**config.mk**
```make
export PLATFORM = sky130hd
export DESIGN_NAME = radar_sweep_ctrl
export DESIGN_NICKNAME = d
export VERILOG_FILES = /design/src/rtl/radar_pkg.sv /design/src/rtl/radar_cycle_timer.sv /design/src/rtl/radar_sweep_ctrl.sv
export SDC_FILE = /design/constraint.sdc
export NUM_CORES = 1
export LEC_CHECK = 0
export ABC_AREA = 1
export CAP_MARGIN = 20
export CELL_PAD_IN_SITES_DETAIL_PLACEMENT = 0
export CELL_PAD_IN_SITES_GLOBAL_PLACEMENT = 1
export CORE_AREA = 10 10 96 98
export CTS_BUF_LIST = sky130_fd_sc_hd__clkbuf_8
export DETAILED_ROUTE_END_ITERATION = 7
export DIE_AREA = 0 0 106 108
export PLACE_DENSITY_LB_ADDON = 0.08
export SLEW_MARGIN = 20
export SYNTH_ARGS = -nofsm -noshare
export SYNTH_HDL_FRONTEND = slang
export SYNTH_HIERARCHICAL = 1
export SYNTH_SLANG_ARGS = --single-unit
```
**constraint.sdc**
```tcl
create_clock -name clk -period 3.3 [get_ports clk]
set_clock_uncertainty 0.15 [all_clocks]
set_input_delay 0.66 -clock clk [delete_from_list [all_inputs] [get_ports clk]]
set_output_delay 0.66 -clock clk [all_outputs]
set_load 0.05 [all_outputs]
```
**src/rtl/radar_pkg.sv**
```systemverilog
// Shared types and constants for the radar sweep sequencer.
package radar_pkg;

  typedef enum logic [2:0] {
    ST_IDLE,
    ST_SETTLE,
    ST_TRIG,
    ST_WAIT,
    ST_REPORT,
    ST_STEP
  } radar_state_t;

  localparam logic [2:0]  RADAR_POS_MIN       = 3'd1;
  localparam logic [2:0]  RADAR_POS_MAX       = 3'd7;
  // Wide enough for any practical distance width; sliced to DIST_W by users.
  localparam logic [63:0] RADAR_TIMEOUT_DIST  = '1;
  localparam int          RADAR_SETTLE_CYCLES = 15_000_000;
  localparam int          RADAR_MEAS_TIMEOUT  = 3_000_000;

  // Ping-pong step: returns {next_up, next_pos}. Endpoints reverse direction
  // and bounce straight off, so each endpoint is visited once per turn.
  function automatic logic [3:0] radar_next_pos(input logic       up,
                                                input logic [2:0] pos,
                                                input logic [2:0] pmin,
                                                input logic [2:0] pmax);
    logic       nup;
    logic [2:0] npos;
    nup = up;
    if (up && pos == pmax) begin
      nup  = 1'b0;
      npos = pmax - 3'd1;
    end else if (!up && pos == pmin) begin
      nup  = 1'b1;
      npos = pmin + 3'd1;
    end else if (up) begin
      npos = pos + 3'd1;
    end else begin
      npos = pos - 3'd1;
    end
    return {nup, npos};
  endfunction

endpackage

```
**src/rtl/radar_cycle_timer.sv**
```systemverilog
// Clearable up-counter with terminal-count compare, shared by settle and wait.
module radar_cycle_timer #(
  parameter int CNT_W = 1
) (
  input  logic             clk,
  input  logic             rst_n,
  input  logic             clr,
  input  logic [CNT_W-1:0] tc_val,
  output logic             tc
);

  logic [CNT_W-1:0] cnt;

  // Count while not cleared; the controller leaves the counting state at tc.
  always_ff @(posedge clk or negedge rst_n) begin
    if (!rst_n) begin
      cnt <= '0;
    end else if (clr) begin
      cnt <= '0;
    end else begin
      cnt <= cnt + CNT_W'(1);
    end
  end

  assign tc = (cnt == tc_val);

endmodule

```
**src/rtl/radar_sweep_ctrl.sv**
```systemverilog
// Servo sweep / range measurement sequencer: settle, trigger, wait, report, step.
module radar_sweep_ctrl
  import radar_pkg::*;
#(
  parameter int         SETTLE_CYCLES = RADAR_SETTLE_CYCLES,
  parameter int         MEAS_TIMEOUT  = RADAR_MEAS_TIMEOUT,
  parameter logic [2:0] POS_MIN       = RADAR_POS_MIN,
  parameter logic [2:0] POS_MAX       = RADAR_POS_MAX,
  parameter int         DIST_W        = 16
) (
  input  logic              clk,
  input  logic              rst_n,
  input  logic              enable,
  input  logic              meas_done,
  input  logic [DIST_W-1:0] meas_dist,
  output logic [2:0]        ctr,
  output logic              meas_start,
  output logic              sample_valid,
  output logic [2:0]        sample_pos,
  output logic [DIST_W-1:0] sample_dist,
  output logic              sample_timeout,
  output logic              sweep_up,
  output logic              busy
);

  localparam int MAX_CYC = (SETTLE_CYCLES > MEAS_TIMEOUT) ? SETTLE_CYCLES : MEAS_TIMEOUT;
  localparam int CNT_W   = (MAX_CYC > 1) ? $clog2(MAX_CYC) : 1;
  localparam logic [CNT_W-1:0]  SETTLE_TC    = CNT_W'(SETTLE_CYCLES - 1);
  localparam logic [CNT_W-1:0]  WAIT_TC      = CNT_W'(MEAS_TIMEOUT - 1);
  localparam logic [DIST_W-1:0] TIMEOUT_DIST = RADAR_TIMEOUT_DIST[DIST_W-1:0];

  radar_state_t     state;
  logic             tmr_clr;
  logic             tmr_tc;
  logic [CNT_W-1:0] tmr_tc_val;
  logic [3:0]       step_nxt;

  // Timer runs only in SETTLE and WAIT; every other state holds it at zero,
  // so it is already cleared on entry to either counting state.
  assign tmr_clr    = !(state == ST_SETTLE || state == ST_WAIT);
  assign tmr_tc_val = (state == ST_WAIT) ? WAIT_TC : SETTLE_TC;
  assign step_nxt   = radar_next_pos(sweep_up, ctr, POS_MIN, POS_MAX);

  radar_cycle_timer #(
    .CNT_W (CNT_W)
  ) u_timer (
    .clk    (clk),
    .rst_n  (rst_n),
    .clr    (tmr_clr),
    .tc_val (tmr_tc_val),
    .tc     (tmr_tc)
  );

  // Sequencer FSM with registered strobes, sample capture and position stepping.
  always_ff @(posedge clk or negedge rst_n) begin
    if (!rst_n) begin
      state          <= ST_IDLE;
      ctr            <= POS_MIN;
      sweep_up       <= 1'b1;
      meas_start     <= 1'b0;
      sample_valid   <= 1'b0;
      sample_pos     <= 3'd0;
      sample_dist    <= '0;
      sample_timeout <= 1'b0;
      busy           <= 1'b0;
    end else begin
      meas_start   <= 1'b0;
      sample_valid <= 1'b0;
      case (state)
        ST_IDLE: begin
          if (enable) begin
            state <= ST_SETTLE;
            busy  <= 1'b1;
          end
        end
        ST_SETTLE: begin
          if (tmr_tc) begin
            state      <= ST_TRIG;
            meas_start <= 1'b1;
          end
        end
        ST_TRIG: begin
          state <= ST_WAIT;
        end
        ST_WAIT: begin
          // A reply on the terminal cycle still counts as a valid measurement.
          if (meas_done) begin
            state          <= ST_REPORT;
            sample_valid   <= 1'b1;
            sample_pos     <= ctr;
            sample_dist    <= meas_dist;
            sample_timeout <= 1'b0;
          end else if (tmr_tc) begin
            state          <= ST_REPORT;
            sample_valid   <= 1'b1;
            sample_pos     <= ctr;
            sample_dist    <= TIMEOUT_DIST;
            sample_timeout <= 1'b1;
          end
        end
        ST_REPORT: begin
          state <= ST_STEP;
        end
        ST_STEP: begin
          {sweep_up, ctr} <= step_nxt;
          if (enable) begin
            state <= ST_SETTLE;
          end else begin
            state <= ST_IDLE;
            busy  <= 1'b0;
          end
        end
        default: begin
          state <= ST_IDLE;
          busy  <= 1'b0;
        end
      endcase
    end
  end

endmodule

```
==> metrics.txt <==
status finished clean; Cell Rows 32; fill count 792; Avg Synthesized Cell Area 7.24 sq um; Ys Warns 6; post-CTS resize count 0; NumNets Final 534; DP Wirelength 5390 um; area of the core 7450 sq um; Reg2Reg Depth 14; IO Pins 47; normalized max-slew margin 52.9%; pins over their slew limit 0; setup violators final 0; Initial Utilization 42.2%; Gate Count Post-Synth 434; drt initial violations 126; Setup WS pre-CTS 0.716 ns; gr usage total 13.0%; vias in the first global route 2606; Tightest Hold Check Type input port to async pin; drt pass-1 iters 4; Setup TNS 0 ns; first-pass GRT wire length 12300 um; startpoint type of the worst setup path flop; CTS root buf clkbuf_8; Clock Path Buffers 2; Post-CTS Setup Bufs 0; VDD IR-drop max 0.584 mV; Avg Vias per Cell 4.40; # clock sinks 54; GRT overflow 0; distinct cell type count after synthesis 33; worst setup margin 0.745 ns; placed insts 604; final non-filler cell total 612; RR Endpoint sample_pos[0]$_DFFE_PN0P_; Die W 106 um; chip height 108 um; CP Data Required Time 3.32 ns; register area share after synthesis 43.1%; P per Cell Area 791 nW/um^2; die area 11400 sq um; DRC Markers 0; initial antenna violation count 0; largest net degree at the start of global routing 55; Final period util 77.4%; r2r setup slk 0.75 ns; WL/cell 11.8 um; CTS Buf Count 5; routability cong. 0.795; Layout Area Growth over Synthesis 25.1%; critical path fanouts, max 24; Max Cap Viol 0; share of layout cells above drive strength 1 8.82%; synthesis-stage register bit count 54; Worst-path clk slew 0.10 ns; Hold Vio Cnt, Final 0; H-tree levels 2; final WL 7210 um; Worst Path Arrival 2.58 ns; Tmin final 2.55 ns; antenna viol nets, final 0; RSZ-0062 raised after global routing no; actual slew at the worst max-slew pin 0.706 ns; Post-CTS Hold Fix Bufs 0; Via Count 2691; Setup Crit Path Kind flop to flop; Max Clk Rate 391 MHz; WHS 0.325 ns; Netlist Area Pre-Place 3140 sq um; CTS tree done; worst r2r src state[2]$_DFFE_PN0P_; Antenna diodes 0; Port Buffers 46; Lkg Pwr 1.86 nW; Clock Latency Late Sink 0.30 ns; CP Capture Type flop
cells in the mapped netlist:
master      n  area [sq um]
nand3b_1    1          7.51
xnor2_1     7          61.3
o21a_1      2          15.0
a21oi_2     3          26.3
conb_1      2          7.51
inv_1      50           188
o21ai_1     4          20.0
dfrtp_1    52          1300
buf_2       1          5.00
nor3_1      3          15.0
nand3_1    16          80.1
nand2_2     7          43.8
or2_2       1          6.26
o22ai_1     1          6.26
nor2_2      4          25.0
nand2_4     2          22.5
buf_1       1          3.75
and2_1      2          12.5
dfstp_2     2          52.6
inv_2       4          15.0
a21oi_4     1          16.3
nand3_2     1          10.0
nand2_1   109           409
a22oi_1     1          7.51
xor2_1      3          26.3
nor2_4      9           101
nand3_4     1          17.5
nand4_1     2          12.5
nor2_1    110           413
ha_1        5          62.6
buf_6       3          33.8
a21oi_1    19          95.1
o21ai_0     5          25.0
per-stage QoR:
step	total power, mW	area (sq um)	util, %
floorplan	2.11	3240	-
global placement	2.58	3790	50.9
detailed placement	2.60	3790	50.9
CTS	3.16	3930	52.8
global route	3.34	3930	52.8
finish	3.11	3930	52.8
logic make-up after synthesis:
group           Yosys count  synth area share (%)
other cells               2                 0.239
simple gates            268                  37.4
buf+inv                  59                  7.80
xor+xnor                 10                  2.79
fa+ha+maj                 5                  1.99
flops                    54                  43.1
compound gates           36                  6.73
cell usage in the layout, fill, tap and decap left out, drive strengths merged, types with 3 or more instances in the layout:
cell and n:
nor2 123, nand2 118, inv 54, dfrtp 52, clkdlybuf4s50 45, conb 28, a21oi 23, nand3 18
o21ai 9, xnor2 7, clkbuf 6, ha 5, xor2 3, nor3 3
sequential cells by signal (all words and copies together), names as in the netlist:
| register | cells |
|---|---|
| busy | 1 |
| ctr | 3 |
| meas_start | 1 |
| sample_dist | 16 |
| sample_pos | 3 |
| sample_timeout | 1 |
| sample_valid | 1 |
| state | 3 |
| sweep_up | 1 |
| u_timer/cnt | 24 |
routing by layer:
metal  up-vias  GRT usage [%]  share of wire, %
li1       1447              -                 -
met1      1195           16.2                46
met2        43           20.3                45
met3         6           5.35               7.7
met4         0           4.06               1.2
met5         -              0                 0
where the power goes:
group          total [mW]  switching, mW  internal (mW)
logic                1.58           1.07          0.509
registers           0.984          0.138          0.847
clock network       0.546          0.222          0.324
total                3.11           1.43           1.68
final cells by class:
class,instances,area (sq um),area share [%]
Clock inverter,2,60.1,1.53
Sequential cell,54,1350,34.4
Clock buffer,6,82.6,2.10
Timing Repair Buffer,47,463,11.8
Multi-Input combinational cell,347,1640,41.8
Tap cell,102,128,3.25
Inverter,54,203,5.15
worst max-delay path, stage by stage, from the launching register on:
cell and delay (ns):
dfrtp_1 0.44, inv_2 0.13, nand3_4 0.15, inv_2 0.21
inv_1 0.06, nand2_1 0.05, nand2_1 0.05, nor2_1 0.07
nand2_1 0.05, nor2_1 0.08, nand2_1 0.06, nor2_1 0.12
inv_1 0.11, a21oi_4 0.54, a21oi_1 0.14
worst max path at each step:
| stage | startpoint | end | cells past startpoint |
|---|---|---|---|
| floorplan | state[2]$_DFFE_PN0P_ | sample_dist[10]$_DFFE_PN0P_ | 16 |
| global placement | state[2]$_DFFE_PN0P_ | sample_pos[0]$_DFFE_PN0P_ | 14 |
| detailed placement | state[2]$_DFFE_PN0P_ | sample_pos[0]$_DFFE_PN0P_ | 14 |
| CTS | state[2]$_DFFE_PN0P_ | sample_pos[0]$_DFFE_PN0P_ | 14 |
| global route | state[2]$_DFFE_PN0P_ | sample_pos[0]$_DFFE_PN0P_ | 15 |
| finish | state[2]$_DFFE_PN0P_ | sample_pos[0]$_DFFE_PN0P_ | 14 |
Note: power is estimated with default switching activity, not from simulation.
